<file path="config.mk">
export PLATFORM = sky130hd
export DESIGN_NAME = fwd_hazard_ctrl
export DESIGN_NICKNAME = d
export VERILOG_FILES = /design/src/rtl/fwd_hazard_ctrl.sv
export SDC_FILE = /design/constraint.sdc
export NUM_CORES = 1
export LEC_CHECK = 0
export BUFFER_PORTS_ARGS = -buffer_cell sky130_fd_sc_hd__buf_2
export CORE_ASPECT_RATIO = 0.75
export CORE_MARGIN = 2
export CORE_UTILIZATION = 51
export DETAILED_ROUTE_END_ITERATION = 12
export HOLD_SLACK_MARGIN = 0.05
export PLACE_DENSITY = 0.74
export SLEW_MARGIN = 0
export SYNTH_ARGS = -nofsm -noshare
export SYNTH_HDL_FRONTEND = slang
export SYNTH_SLANG_ARGS = --single-unit
</file>
<file path="constraint.sdc">
create_clock -name clk_i -period 5 [get_ports clk_i]
set_clock_uncertainty 0.15 [all_clocks]
set_input_delay 0.25 -clock clk_i [delete_from_list [all_inputs] [get_ports clk_i]]
set_output_delay 0.25 -clock clk_i [all_outputs]
set_load 0.01 [all_outputs]
</file>
<file path="src/rtl/fwd_hazard_ctrl.sv">
// EX-stage forwarding and load-use hazard control for a 5-stage pipeline.
// Selects are combinational from shadow state; stall also looks at the ID inputs.
module fwd_hazard_ctrl #(
   parameter int REG_AW = 5,
   parameter int CNT_W  = 16
) (
   input  logic              clk_i,
   input  logic              rst_i,
   input  logic              id_valid_i,
   input  logic [REG_AW-1:0] id_rs1_i,
   input  logic [REG_AW-1:0] id_rs2_i,
   input  logic              id_use_rs1_i,
   input  logic              id_use_rs2_i,
   input  logic [REG_AW-1:0] id_rd_i,
   input  logic              id_regwrite_i,
   input  logic              id_memread_i,
   input  logic              flush_i,
   input  logic              freeze_i,
   output logic [1:0]        forward_a_o,
   output logic [1:0]        forward_b_o,
   output logic              stall_o,
   output logic [CNT_W-1:0]  stall_cnt_o
);

   typedef struct packed {
      logic              v;
      logic [REG_AW-1:0] rs1;
      logic [REG_AW-1:0] rs2;
      logic              use1;
      logic              use2;
      logic [REG_AW-1:0] rd;
      logic              rw;
      logic              mr;
   } idex_t;

   typedef struct packed {
      logic              v;
      logic [REG_AW-1:0] rd;
      logic              rw;
      logic              mr;
   } exmem_t;

   typedef struct packed {
      logic              v;
      logic [REG_AW-1:0] rd;
      logic              rw;
   } memwb_t;

   localparam logic [1:0]       SEL_RF  = 2'b00;
   localparam logic [1:0]       SEL_WB  = 2'b01;
   localparam logic [1:0]       SEL_EX  = 2'b10;
   localparam logic [CNT_W-1:0] CNT_ONE = {{(CNT_W-1){1'b0}}, 1'b1};

   idex_t            r_idex;
   exmem_t           r_exmem;
   memwb_t           r_memwb;
   logic [CNT_W-1:0] r_stall_cnt;

   idex_t            w_idex_nxt;
   logic             w_stall;
   logic             w_hit_rs1;
   logic             w_hit_rs2;

   // Youngest producer first; a load in EX/MEM has no data yet and x0 is hardwired.
   function automatic logic [1:0] fwd_sel(input logic              use_x,
                                          input logic [REG_AW-1:0] rs_x,
                                          input idex_t             idex,
                                          input exmem_t            exm,
                                          input memwb_t            mwb);
      logic [1:0] sel;
      sel = SEL_RF;
      if (idex.v && use_x && exm.v && exm.rw && !exm.mr &&
          (exm.rd != '0) && (exm.rd == rs_x))
         sel = SEL_EX;
      else if (idex.v && use_x && mwb.v && mwb.rw &&
               (mwb.rd != '0) && (mwb.rd == rs_x))
         sel = SEL_WB;
      return sel;
   endfunction

   always_comb begin
      forward_a_o = fwd_sel(r_idex.use1, r_idex.rs1, r_idex, r_exmem, r_memwb);
      forward_b_o = fwd_sel(r_idex.use2, r_idex.rs2, r_idex, r_exmem, r_memwb);
   end

   assign w_hit_rs1 = id_use_rs1_i && (id_rs1_i == r_idex.rd);
   assign w_hit_rs2 = id_use_rs2_i && (id_rs2_i == r_idex.rd);
   assign w_stall   = id_valid_i && !flush_i && r_idex.v && r_idex.mr &&
                      (r_idex.rd != '0) && (w_hit_rs1 || w_hit_rs2);

   assign stall_o     = w_stall;
   assign stall_cnt_o = r_stall_cnt;

   // A stalled or flushed ID instruction becomes a bubble; IF/ID re-presents it.
   always_comb begin
      w_idex_nxt = '0;
      if (id_valid_i && !flush_i && !w_stall) begin
         w_idex_nxt.v    = 1'b1;
         w_idex_nxt.rs1  = id_rs1_i;
         w_idex_nxt.rs2  = id_rs2_i;
         w_idex_nxt.use1 = id_use_rs1_i;
         w_idex_nxt.use2 = id_use_rs2_i;
         w_idex_nxt.rd   = id_rd_i;
         w_idex_nxt.rw   = id_regwrite_i;
         w_idex_nxt.mr   = id_memread_i;
      end
   end

   always_ff @(posedge clk_i or posedge rst_i) begin
      if (rst_i) begin
         r_idex      <= '0;
         r_exmem     <= '0;
         r_memwb     <= '0;
         r_stall_cnt <= '0;
      end else if (!freeze_i) begin
         r_memwb.v   <= r_exmem.v;
         r_memwb.rd  <= r_exmem.rd;
         r_memwb.rw  <= r_exmem.rw;
         r_exmem.v   <= r_idex.v;
         r_exmem.rd  <= r_idex.rd;
         r_exmem.rw  <= r_idex.rw;
         r_exmem.mr  <= r_idex.mr;
         r_idex      <= w_idex_nxt;
         if (w_stall && (r_stall_cnt != '1))
            r_stall_cnt <= r_stall_cnt + CNT_ONE;
      end
   end

endmodule

</file>
; Word-level counts from Yosys, hierarchy flattened
; Cells that the tools add are included.
[word_totals]
ff_bits = 51
latchBits = 0
ram_bits = 0
rom_bits = 0
inputBits = 24
n_memories = 0
[classes]
add_sub_neg = 1
n_mul = 0
div = 0
order_cmp = 0
n_eq_ne = 7
shifts = 0
muxes = 5
n_bitwise = 1
n_reduce_logical = 37
[ops]
columns = op, count
row1 = $eq 5x5->1, 6
row2 = $logic_and 1x1->1, 29
row3 = $mux 20, 1
row4 = $add 16x1->16 const B, 1
row5 = $ne 16x16->1 const B, 1
row6 = $reduce_bool 5->1, 3
row7 = $mux 2, 2
row8 = $logic_not 1->1, 3
row9 = $mux 1, 2
row10 = $reduce_and 2->1, 1
row11 = $logic_or 1x1->1, 1
row12 = $not 1->1, 1

; Logic depth before layout (Yosys ltp)
; Gate-level depths: netlist (run 1).
[depth]
depth_word = 9
mapped_depth = 7

; Worst setup path before layout (run 1)
; OpenSTA, ideal clock, no wires.
[synth_path]
path_type = reg-to-reg
start = register r_stall_cnt[0], in the netlist stall_cnt_o[0]
end = register r_stall_cnt[1], in the netlist stall_cnt_o[1]
arrival_ns = 1.758
t_required_ns = 4.725
slack_ns = 2.967
path_stages_with_launch = 7
path_cell_list = dfrtp_1 -> ha_1 -> nand3_1 -> nor2_1 -> a41o_1 -> nor3_1 -> mux2_2
[synth_between]
elab_chain_cells = 3
[synth_rtl]
columns = item, line_no
row1 = start: declaration, 57  ; logic [CNT_W-1:0] r_stall_cnt;
row2 = start signal: assignment, 125  ; r_stall_cnt <= r_stall_cnt + CNT_ONE;
row3 = "parallel branches: the longest is 3 deep, another holds $add 16x1->16", n/a
; Several ways; the timed one is not identified.
; A chain may end at the register's enable or synchronous reset.

; Final worst setup path (run 1)
[layout_path]
start = register r_idex[4] (netlist name)
end = register r_idex[6] (netlist name)
[layout_between]
elab_chain_cells = 7
[layout_rtl]
columns = item, line_no
row1 = start: declaration, 54  ; idex_t r_idex;
row2 = start signal: assignment, 123  ; r_idex <= w_idex_nxt;
row3 = $eq 5x5->1 (on tied branches), "86, 87"
row4 = $logic_and 1x1->1 (on tied branches), "86, 87"
row5 = $logic_or 1x1->1, 89  ; (r_idex.rd != '0) && (w_hit_rs1 || w_hit_rs2);
row6 = $logic_and 1x1->1 (*), 89
row7 = $logic_not 1->1 (*), 97  ; if (id_valid_i && !flush_i && !w_stall) begin
row8 = $logic_and 1x1->1 (*), 97
row9 = $mux 20 (*), 97
; Mark *: on every way between the ends. The rest lies on a longest branch, timed or not.

==> key figures, run 1 <==
Run status
  • Result of the run: finished, final reports clean

Finish
  • Fraction of final layout cells with drive strength greater than 1: 30.1%
  • Count of nets after finishing: 293
  • Layout Area Growth over Synthesis: 20.0%
  • Most common cell after layout, fill and taps aside: sky130_fd_sc_hd__dfrtp_1
  • Diodes inserted: 0
  • Final design instance area without fill: 3090 µm²
  • Leading cell types in the layout, fill and taps excluded: sky130_fd_sc_hd__dfrtp_1 (51), sky130_fd_sc_hd__buf_2 (44), sky130_fd_sc_hd__xor2_1 (31)
  • Utilization after layout: 63.5%

Yosys
  • Netlist area before placement: 2580 µm²
  • Count of distinct cell types in the synthesized netlist: 34
  • Sequential-to-total area share from yosys stat: 49.5%
  • Number of instances in the synthesized netlist: 208
  • Net count after synthesis: 233
  • Number of synthesized register bits: 51
  • Yosys warnings: 0
  • EDFF count, synth: 0
  • FFs w/ async S/R, synth: 100%
  • Top FF cell, synth: sky130_fd_sc_hd__dfrtp_1
  • Avg Inst Size Synth: 12.4 µm²

Worst setup path
  • Critical R2R Capture: r_idex[6]$_DFFE_PP0N_
  • Critical register-to-register path startpoint: r_idex[4]$_DFFE_PP0N_
  • Startpoint-to-endpoint class of the critical path: flip-flop to flip-flop
  • Source of the critical timing path: r_idex[4]$_DFFE_PP0N_
  • Count of cells along the worst register-to-register path: 4
  • Register-to-register setup slack: 2.11 ns
  • Kind of start point of the critical path: flip-flop
  • Maximum fanout along the worst path: 20
  • Critical Path RT: 5.10 ns
  • Crit. End Element: flip-flop
  • Arrival @ worst endpoint: 2.99 ns
  • Cell breakdown of the critical path: or4_1 > o2111ai_2 > o211a_1 > a22o_2
  • Critical-path top delay cell: sky130_fd_sc_hd__o2111ai_2
  • Maximum cell stage delay along the critical path: 0.81 ns

Timing
  • Fmax: 0.346 GHz
  • Number of setup violations in the final report: 0
  • Minimum period implied by the final worst setup slack: 2.89 ns
  • Setup repair after global routing missed its margin: false
  • Max-slew violation count: 0
  • Period utilisation layout: 57.7%
  • Max_slew headroom: 28.5%
  • Hold Vio Cnt, Final: 0
  • Setup tns final: 0 ns
  • Final hold slack: 0.0465 ns
  • Actual transition at the worst max-transition pin: 1.07 ns

Clocking
  • Clk sink count: 51
  • Post-cts sizing count: 0
  • Clock root buffer master: sky130_fd_sc_hd__clkbuf_8
  • TritonCTS buffer count: 5
  • Clock transition at the registers of the reported paths: 0.09 ns
  • Clock latency on the worst-skew pair: 0.31 ns
  • Clock tree buffer depth: 2
  • CTS tree: yes
  • H-tree Lvls: 2

Place
  • Placer's final routability congestion estimate: 0.843
  • Number of buffers added on ports: 44
  • DP HPWL: 3680 µm
  • Cell Area, Placed: 2810 µm²

Power and ir drop
  • Pleak: 1.58 nW
  • Worst ir drop on vdd: 0.188 mV
  • Pwr/cell area: 266 nW/µm²

GRT
  • Via count of the first global-routing pass: 1,797
  • Met2 Track Usage GR: 29.5%
  • Global route overflow: 0
  • Largest net degree at the start of global routing: 52
  • Global Route Usage Sum: 21.3%
  • Met1 track utilization from global routing: 33.7%
  • Global-route wire length before repair: 9190 µm
  • Global route hottest layer: met1
  • GRT met3 Usage: 4.02%
  • Antenna violations before repair: 0

Routing
  • Post-detailed-route DRC marker count: 0
  • Iter 0 DRT Violations: 140
  • Total wirelength of the detailed-routed design: 5430 µm
  • Vias per std cell: 5.66
  • DRT Pass-1 Iters: 4
  • Antenna Nets Post-Route: 0
  • Via total after detailed routing: 1,862
  • Final routed wire length divided by cell count: 16.5 µm

Floorplanning
  • Die boundary width: 86.1 µm
  • Overall die area: 5640 µm²
  • Number of placement rows: 22
  • Overall die height: 65.6 µm
  • Area of the core: 4870 µm²
  • I/O pins: 45
  • Starting density of the core: 52.9%

Run
  • Max-cap violations: 0

Hold path
  • Class of the tightest hold or removal check: primary input to asynchronous set/reset pin
==> worst max-delay path: cells and delay by family, from the launching register on <==
family	cells	cell delay, ns
compound gates	3	1.68
flops	1	0.44
simple gates	1	0.56
==> cell usage after synthesis, drive strengths merged, types with 2 or more instances <==
| cell type | n | area [µm²] |
|---|---|---|
| and4 | 2 | 17.5 |
| buf | 6 | 48.8 |
| nand4 | 3 | 18.8 |
| or4 | 3 | 22.5 |
| nand2 | 8 | 30.0 |
| nor2b | 2 | 12.5 |
| o2111ai | 2 | 23.8 |
| nand3 | 8 | 40.0 |
| and3 | 4 | 25.0 |
| inv | 3 | 11.3 |
| a22o | 19 | 168 |
| xnor2 | 14 | 123 |
| xor2 | 31 | 272 |
| nor4 | 17 | 178 |
| dfrtp | 51 | 1280 |
| clkbuf | 3 | 11.3 |
| nor3 | 5 | 25.0 |
| mux2 | 16 | 180 |
| nor2 | 2 | 7.51 |
==> cell type report <==
class | count | area, µm²
Fill cell | 403 | 1780
Sequential cell | 51 | 1280
Multi-Input combinational cell | 145 | 1230
Timing Repair Buffer | 62 | 400
Clock buffer | 8 | 100
Tap cell | 60 | 75.1
Inverter | 3 | 11.3
==> worst max path at each step <==
| stage | slack, ns | to |
|---|---|---|
| 3_5_place_dp | 2.14 | r_idex[4]$_DFFE_PP0N_ |
| 3_3_place_gp | 2.21 | r_idex[6]$_DFFE_PP0N_ |
| 5_1_grt | 1.96 | r_idex[6]$_DFFE_PP0N_ |
| 2_1_floorplan | 2.97 | stall_cnt_o[1]$_DFFE_PP0P_ |
| 4_1_cts | 2.12 | r_idex[4]$_DFFE_PP0N_ |
| 6_report | 2.11 | r_idex[6]$_DFFE_PP0N_ |
==> registers in the layout, summed over array words and instances, names as in the netlist <==
signal / count
r_exmem: 8
r_memwb: 7
stall_cnt_o: 16
r_idex: 20
==> through the flow <==
stage                     power, mW  setup slack [ns]  instances
after floorplan               0.530              2.97        208
after global placement        0.556              2.21        303
after detailed placement      0.558              2.14        303
after CTS                     0.828              2.12        329
after global routing          0.864              1.96        329
final                         0.823              2.11        329
==> where the power goes <==
| group | switching (mW) | total [mW] | leakage (nW) | internal, mW |
|---|---|---|---|---|
| clock network | 0.135 | 0.262 | 0.0515 | 0.127 |
| logic | 0.0464 | 0.102 | 0.834 | 0.0560 |
| registers | 0.0271 | 0.459 | 0.694 | 0.432 |
| total | 0.209 | 0.823 | 1.58 | 0.615 |
==> kinds of logic after synthesis <==
group / after synthesis / share of synthesized area (%)
AO/OA/AOI/OAI: 26 / 9.32
XOR/XNOR: 45 / 15.3
adder cells (fa/ha/maj): 1 / 0.486
buffers and inverters: 12 / 2.77
flip-flops: 51 / 49.5
multiplexers: 16 / 6.99
AND/OR/NAND/NOR: 57 / 15.6
==> repair_timing <==
action,4_1_cts,5_1_grt
setup buffers,0,0
endpoints found under the hold margin,18,0
hold buffers,18,0
==> layer usage <==
| layer | up-vias | wire [µm] |
|---|---|---|
| met1 | 908 | 2850 |
| met3 | 5 | 327 |
| met5 | - | 0 |
| met4 | 0 | 47 |
| met2 | 60 | 2210 |
| li1 | 889 | - |
(Power assumes the default switching activity.)
==> run 2: changes to the inputs <==
ABC_AREA = 1   (was not set)
PLACE_DENSITY = 0.73   (was 0.74)
clock period = 2.7 ns   (was 5 ns; I/O delays follow)
==> key figures, run 2 <==
Routing
  • Post-detailed-route DRC marker count: 0 (unchanged)
  • Total wirelength of the detailed-routed design: 6820 µm (+26%)
  • DRT Pass-1 Iters: 5 (+1)
  • Vias per std cell: 5.15 (-9.1%)
  • Via total after detailed routing: 2,609 (+40%)
  • Iter 0 DRT Violations: 176 (+26%)
  • Antenna Nets Post-Route: 0 (unchanged)
  • Final routed wire length divided by cell count: 13.5 µm (-19%)

Hold path
  • Class of the tightest hold or removal check: primary input to flip-flop
  • Worst hold path cell count: 3
  • Hold Crit Endpoint: r_memwb[3]$_DFFE_PP0N_
  • Min-delay src: freeze_i

GRT
  • Global route overflow: 0 (unchanged)
  • Global Route Usage Sum: 23.7% (+2.4 points)
  • Global route hottest layer: met1
  • Met1 track utilization from global routing: 37.5% (+3.7 points)
  • Largest net degree at the start of global routing: 52 (unchanged)
  • Met2 Track Usage GR: 34.5% (+5.0 points)
  • Global-route wire length before repair: 11,000 µm (+19%)
  • Via count of the first global-routing pass: 2,277 (+27%)
  • Antenna violations before repair: 0 (unchanged)
  • GRT met3 Usage: 4.10% (+0.081 points)

Yosys
  • Yosys warnings: 0 (unchanged)
  • Top FF cell, synth: sky130_fd_sc_hd__dfrtp_1
  • Number of instances in the synthesized netlist: 368 (+77%)
  • Cells taking the most area after synthesis: sky130_fd_sc_hd__dfrtp_1 (46%), sky130_fd_sc_hd__nand2_1 (16%), sky130_fd_sc_hd__o21ai_0 (5.4%)
  • Count of distinct cell types in the synthesized netlist: 27 (-21%)
  • EDFF count, synth: 0 (unchanged)
  • Simple-gate share of the synthesized area: 30.8% (+15 points)
  • Most common cell in the synthesized netlist: sky130_fd_sc_hd__nand2_1
  • Complex-gate fraction of the synthesized area: 7.72% (-1.6 points)
  • Yosys top cell by area: sky130_fd_sc_hd__dfrtp_1
  • Net count after synthesis: 393 (+69%)
  • FFs w/ async S/R, synth: 100% (unchanged)
  • Commonest cells in the netlist: sky130_fd_sc_hd__nand2_1 (122), sky130_fd_sc_hd__dfrtp_1 (51), sky130_fd_sc_hd__inv_1 (39), sky130_fd_sc_hd__o21ai_0 (30), sky130_fd_sc_hd__nor2_1 (26)
  • Post-synthesis share of cell area spent on xor and xnor gates: 7.81% (-7.5 points)
  • Synthesized-area fraction occupied by adder cells: 0.446% (-0.039 points)
  • Combinational family with the most area after synthesis: simple AND/OR/NAND/NOR gates
  • Mux cell area share after synthesis: 0% (-7.0 points)
  • Avg Inst Size Synth: 7.62 µm² (-38%)
  • Top cell type's share of synthesized area: 45.5% (-4.0 points)
  • Number of synthesized register bits: 51 (unchanged)
  • Sequential-to-total area share from yosys stat: 45.5% (-4.0 points)
  • Netlist area before placement: 2800 µm² (+8.8%)

Worst setup path
  • Maximum fanout along the worst path: 13 (-35%)
  • Register-to-register setup slack: 0.72 ns (-1.39 ns)
  • Crit path buf inv count: 5 (+5)
  • Critical Path RT: 2.41 ns (-2.69 ns)
  • Kind of start point of the critical path: primary input
  • Critical register-to-register path startpoint: r_idex[4]$_DFFE_PP0N_
  • Crit. End Element: primary output
  • Startpoint-to-endpoint class of the critical path: primary input to primary output
  • Count of cells along the worst register-to-register path: 7 (+3)
  • Arrival @ worst endpoint: 1.82 ns (-1.17 ns)
  • Critical R2R Capture: r_idex[14]$_DFFE_PP0N_
  • CP top delay family: buffers and inverters
  • Maximum cell stage delay along the critical path: 0.54 ns (-0.27 ns)
  • Critical-path top delay cell: sky130_fd_sc_hd__dlygate4sd3_1
  • Most repeated library cell on the critical path: sky130_fd_sc_hd__nand2_1
  • Cell breakdown of the critical path: dlygate4sd3_1 > buf_2 > inv_1 > nand2_1 > nand2_1 > nor2_1 > nand3_1 > nand2_2 > nand2_1 > inv_1 > buf_2

Timing
  • Max_slew headroom: 48.6% (+20 points)
  • Max-slew violation count: 0 (unchanged)
  • Setup repair after global routing missed its margin: false
  • Worst path setup slack after routing: 0.595 ns (-1.52 ns)
  • Hold Vio Cnt, Final: 0 (unchanged)
  • Minimum period implied by the final worst setup slack: 2.10 ns
  • Setup tns final: 0 ns (unchanged)
  • Fmax: 0.475 GHz
  • Period utilisation layout: 78.0%
  • Number of setup violations in the final report: 0 (unchanged)
  • Actual transition at the worst max-transition pin: 0.768 ns (-0.305 ns)

Power and ir drop
  • Pwr/cell area: 444 nW/µm² (+67%)
  • Internal power: 1.07 mW (+74%)
  • Pleak: 1.74 nW (+10%)
  • Sequential cell fraction of total power: 55.8% (about the same)
  • Worst ir drop on vdd: 0.237 mV (+26%)
  • Net switching fraction of the power: 28.4% (+3.1 points)
  • Clock network fraction of design power: 31.2% (-0.6 points)
  • Power dissipated by switching net loads: 426 µW (+100%)
  • Overall power after layout: 1.50 mW (+82%)
  • Combinational share of power: 13.0% (+0.6 points)

Floorplanning
  • Die boundary width: 89.6 µm (+4.1%)
  • Number of placement rows: 23 (+4.5%)
  • Starting density of the core: 52.7% (-0.21 points)
  • Overall die height: 68.2 µm (+4.1%)
  • Area of the core: 5320 µm² (+9.3%)
  • Overall die area: 6110 µm² (+8.4%)
  • I/O pins: 45 (unchanged)

Clocking
  • Clock tree buffer depth: 2 (unchanged)
  • Clk sink count: 51 (unchanged)
  • TritonCTS buffer count: 5 (unchanged)
  • Clock latency on the worst-skew pair: 0.31 ns (about the same)
  • Post-cts sizing count: 0 (unchanged)
  • CTS tree: yes
  • Clock root buffer master: sky130_fd_sc_hd__clkbuf_8
  • Number of buffers inserted by post-CTS setup repair: 0 (unchanged)
  • Clock transition at the registers of the reported paths: 0.09 ns (about the same)
  • H-tree Lvls: 2 (unchanged)

Finish
  • Diodes inserted: 0 (unchanged)
  • Most common cell after layout, fill and taps aside: sky130_fd_sc_hd__nand2_1
  • Layout Area Growth over Synthesis: 20.3%
  • Reg with most FFs: r_idex
  • Number of flip-flops in the largest register: 20 (unchanged)
  • Count of nets after finishing: 456 (+56%)
  • Fraction of final layout cells with drive strength greater than 1: 16.2% (-14 points)
  • Leading cell types in the layout, fill and taps excluded: sky130_fd_sc_hd__nand2_1 (122), sky130_fd_sc_hd__dfrtp_1 (51), sky130_fd_sc_hd__buf_2 (44)

Place
  • Number of buffers added on ports: 44 (unchanged)
  • Placer's final routability congestion estimate: 0.859 (+1.9%)
  • DP HPWL: 4770 µm (+30%)
  • Dpl ws: 0.772 ns (-1.37 ns)

Run status
  • Result of the run: finished, final reports clean

Run
  • Max-cap violations: 0 (unchanged)
## run 2: changes by cell type after synthesis, moves of 16 or more
cell                      before  now
sky130_fd_sc_hd__a22o_1       18    0
sky130_fd_sc_hd__inv_1         3   39
sky130_fd_sc_hd__mux2_2       16    0
sky130_fd_sc_hd__nand2_1       8  122
sky130_fd_sc_hd__nor2_1        2   26
sky130_fd_sc_hd__o21ai_0       1   30
sky130_fd_sc_hd__xor2_1       31   14
## run 2: final cells by class
cell class                 count  area (µm²)
timing repair buffer          65         428
tap                           75        93.8
inverter                      44         165
clock inverter                 3        27.5
clock buffer                   5        68.8
fill                         452        1950
sequential                    51        1280
multi-input combinational    264        1310
## run 2: worst reg2reg max path: stages (launching register included)
cell and delay [ns]:
sky130_fd_sc_hd__dfrtp_1 0.37, sky130_fd_sc_hd__inv_1 0.15, sky130_fd_sc_hd__nand4_1 0.11, sky130_fd_sc_hd__o21ai_0 0.14
sky130_fd_sc_hd__inv_1 0.11, sky130_fd_sc_hd__nand2_1 0.34, sky130_fd_sc_hd__nand2_1 0.29, sky130_fd_sc_hd__o21ai_0 0.24
## run 2: metal layers
metal | share of wire, % | vias up
met3 | 5.4 | 4
met4 | 0.53 | 0
met5 | 0 | -
met1 | 51 | 1228
li1 | - | 1293
met2 | 43 | 84
## run 2: worst max-delay path by stage
| stage | from | cells after the start | to | slack [ns] |
|---|---|---|---|---|
| final | id_rs1_i[0] | 11 | stall_o | 0.60 |
| after global routing | id_rs1_i[3] | 11 | stall_o | 0.49 |
| after CTS | id_rs2_i[4] | 11 | stall_o | 0.66 |
| after detailed placement | freeze_i | 4 | r_idex[14]$_DFFE_PP0N_ | 0.77 |
| after global placement | freeze_i | 4 | r_idex[17]$_DFFE_PP0N_ | 0.83 |
| after floorplan | stall_cnt_o[0]$_DFFE_PP0P_ | 11 | stall_cnt_o[6]$_DFFE_PP0P_ | 0.94 |
## run 2: power groups by stage
stage / registers (mW) / logic (mW) / clock network (mW)
after floorplan: 0.841 / 0.119 / 0
after global placement: 0.850 / 0.166 / 0
after detailed placement: 0.850 / 0.170 / 0
after CTS: 0.835 / 0.192 / 0.478
after global routing: 0.841 / 0.219 / 0.511
final: 0.836 / 0.194 / 0.467
## run 2: stage by stage
stage          hold slack [ns]  instance area, µm²  cells  utilization [%]
3_3_place_gp             0.196                3080    479             57.8
2_1_floorplan            0.123                2800    368                -
3_5_place_dp             0.200                3080    479             57.8
6_report                 0.242                3370    507             63.3
5_1_grt                  0.261                3370    507             63.3
4_1_cts                  0.224                3370    507             63.3
## run 2: kinds of logic (layout without fill, tap and decap cells)
group | Yosys count | in the layout
flops | 51 | 51
simple gates | 198 | 198
xor+xnor | 25 | 25
compound gates | 40 | 40
fa+ha+maj | 1 | 1
buf+inv | 53 | 117
## run 2: timing repair
item                                    CTS  global route
hold endpoints to repair                 70             0
endpoints found under the setup margin    0             0
hold buffers                             20             0
==> run 3: changes to the inputs <==
ABC_AREA = 0   (was 1)
CORE_UTILIZATION = 50   (was 51)
PLACE_DENSITY = 0.75   (was 0.73)
clock period = 1.9 ns   (was 2.7 ns; I/O delays follow)
==> key figures, run 3 (same netlist as run 1, synthesis figures left out) <==
Run status
  • Result of the run: finished with violations
  • Failing checks: setup timing

Worst setup path
  • Register-to-register setup slack: -0.21 ns (-0.93 ns)
  • Arrival @ worst endpoint: 1.87 ns (+0.05 ns)
  • Startpoint-to-endpoint class of the critical path: flip-flop to primary output
  • Count of cells along the worst register-to-register path: 5 (-2)
  • Crit. End Element: primary output
  • Kind of start point of the critical path: flip-flop
  • Critical Path RT: 1.65 ns (-0.76 ns)
  • Maximum fanout along the worst path: 4 (-9)

Place
  • Dpl ws: -0.200 ns (-0.973 ns)
  • Placer's final routability congestion estimate: 0.888 (+3.4%)
  • Number of buffers added on ports: 44 (unchanged)
  • DP HPWL: 4300 µm (-9.8%)
  • Post-Place Cells: 339 (-29%)

Floorplanning
  • Number of placement rows: 22 (-4.3%)
  • I/O pins: 45 (unchanged)
  • Area of the core: 4930 µm² (-7.5%)
  • Overall die height: 66.2 µm (-3.0%)
  • Starting density of the core: 52.3% (-0.38 points)
  • Overall die area: 5750 µm² (-6.0%)
  • Die boundary width: 86.9 µm (-3.1%)

Timing
  • Max-slew violation count: 0 (unchanged)
  • Max_slew headroom: 72.2% (+24 points)
  • Minimum period implied by the final worst setup slack: 2.12 ns
  • Actual transition at the worst max-transition pin: 0.417 ns (-0.351 ns)
  • Setup repair after global routing missed its margin: true
  • Number of setup violations in the final report: 41 (+41)
  • Setup tns final: -6.78 ns (-6.78 ns)
  • Worst path setup slack after routing: -0.219 ns (-0.814 ns)
  • Hold Vio Cnt, Final: 0 (unchanged)
  • Fmax: 0.472 GHz
  • Period utilisation layout: 112%

Power and ir drop
  • Pwr/cell area: 583 nW/µm² (+31%)
  • Pleak: 2.01 nW (+15%)
  • Worst ir drop on vdd: 0.412 mV (+74%)

Clocking
  • H-tree Lvls: 2 (unchanged)
  • TritonCTS buffer count: 5 (unchanged)
  • Clk sink count: 51 (unchanged)
  • Clock latency on the worst-skew pair: 0.30 ns (about the same)
  • Clock root buffer master: sky130_fd_sc_hd__clkbuf_8
  • Clock transition at the registers of the reported paths: 0.10 ns (about the same)
  • Clock tree buffer depth: 2 (unchanged)
  • CTS tree: yes

GRT
  • Via count of the first global-routing pass: 2,266 (-0.48%)
  • Global-route wire length before repair: 11,800 µm (+7.5%)
  • Antenna violations before repair: 0 (unchanged)
  • Global Route Usage Sum: 27.2% (+3.5 points)
  • Largest net degree at the start of global routing: 52 (unchanged)
  • Global route overflow: 0 (unchanged)

Routing
  • Post-detailed-route DRC marker count: 0 (unchanged)
  • Antenna Nets Post-Route: 0 (unchanged)
  • Total wirelength of the detailed-routed design: 7730 µm (+13%)
  • Iter 0 DRT Violations: 198 (+13%)
  • DRT Pass-1 Iters: 4 (-1)
  • Via total after detailed routing: 2,216 (-15%)
  • Final routed wire length divided by cell count: 20.2 µm (+50%)
  • Vias per std cell: 5.80 (+13%)

Run
  • Max-cap violations: 0 (unchanged)

Finish
  • Fraction of final layout cells with drive strength greater than 1: 48.4% (+32 points)
  • Area of all sequential standard cells: 1280 µm² (+0.29%)
  • Count of nets after finishing: 346 (-24%)
  • Filler cell count: 272 (-40%)
  • Most common cell after layout, fill and taps aside: sky130_fd_sc_hd__dfrtp_1
  • Reg with most FFs: r_idex
  • Number of flip-flops in the largest register: 20 (unchanged)
  • Diodes inserted: 0 (unchanged)
  • Leading cell types in the layout, fill and taps excluded: sky130_fd_sc_hd__dfrtp_1 (48), sky130_fd_sc_hd__buf_2 (42), sky130_fd_sc_hd__buf_4 (38)
  • Multi-input logic area: 1510 µm² (+15%)
  • Layout Area Growth over Synthesis: 50.9%
  • Fin cells: 382 (-25%)

Hold path
  • Worst hold path cell count: 4 (+1)
  • Class of the tightest hold or removal check: primary input to flip-flop
[run 3: worst max-delay path, cell delays in order (launching register included)]
cell                        delay, ns
sky130_fd_sc_hd__dfrtp_2         0.45
sky130_fd_sc_hd__or4_4           0.56
sky130_fd_sc_hd__o2111ai_4       0.25
sky130_fd_sc_hd__buf_12          0.16
sky130_fd_sc_hd__nor2_4          0.04
sky130_fd_sc_hd__buf_6           0.11
[run 3: metrics by stage]
step / power, mW / hold slack, ns / area, µm² / utilization (%)
3_5_place_dp: 1.53 / 0.00923 / 3180 / 64.6
6_report: 2.27 / 0.171 / 3890 / 78.9
2_1_floorplan: 1.40 / 0.0734 / 2640 / -
5_1_grt: 2.34 / 0.186 / 3890 / 78.9
3_3_place_gp: 1.51 / 0.00924 / 3180 / 64.6
4_1_cts: 2.20 / 0.231 / 3740 / 75.9
[run 3: final timing paths]
| kind | startpoint | to |
|---|---|---|
| min in group asynchronous | rst_i | stall_cnt_o[8]$_DFFE_PP0P_ |
| setup / recovery | r_idex[6]$_DFFE_PP0N_ | stall_o |
| hold reg to reg | stall_cnt_o[3]$_DFFE_PP0P_ | stall_cnt_o[3]$_DFFE_PP0P_ |
| setup reg to reg | r_idex[6]$_DFFE_PP0N_ | r_idex[7]$_DFFE_PP0N_ |
| max in group asynchronous | rst_i | r_idex[3]$_DFFE_PP0N_ |
| hold / removal | freeze_i | stall_cnt_o[2]$_DFFE_PP0P_ |
[run 3: power breakdown]
part | switching, mW | internal [mW] | leakage, nW
Combinational | 0.200 | 0.222 | 1.28
Clock | 0.378 | 0.259 | 0.0412
Sequential | 0.0695 | 1.14 | 0.690
Total | 0.647 | 1.62 | 2.01
[run 3: cell type report]
| class | instances | area share, % |
|---|---|---|
| clock buffers | 6 | 1.87 |
| clock inverters | 2 | 0.322 |
| inverters | 3 | 0.290 |
| multi-input cells | 145 | 38.7 |
| flip-flops and latches | 51 | 32.9 |
| well taps | 60 | 1.93 |
| repair buffers | 115 | 23.9 |
[run 3: per-layer routing]
metal  track usage, %  vias up  wire length, µm
li1                 -      992                -
met1             38.2     1126             3550
met2             44.2       81             3680
met3             4.87       17              360
met4             5.66        0              144
met5                0        -                0
[run 3: what timing repair did]
item | in CTS | in global routing
cloned | 2 | 0
gates resized for setup | 31 | 19
buffers inserted | 9 | 4
pin swaps | 35 | 12
endpoints found under the setup margin | 41 | 41
hold buffers | 20 | 0
endpoints found under the hold margin | 70 | 0
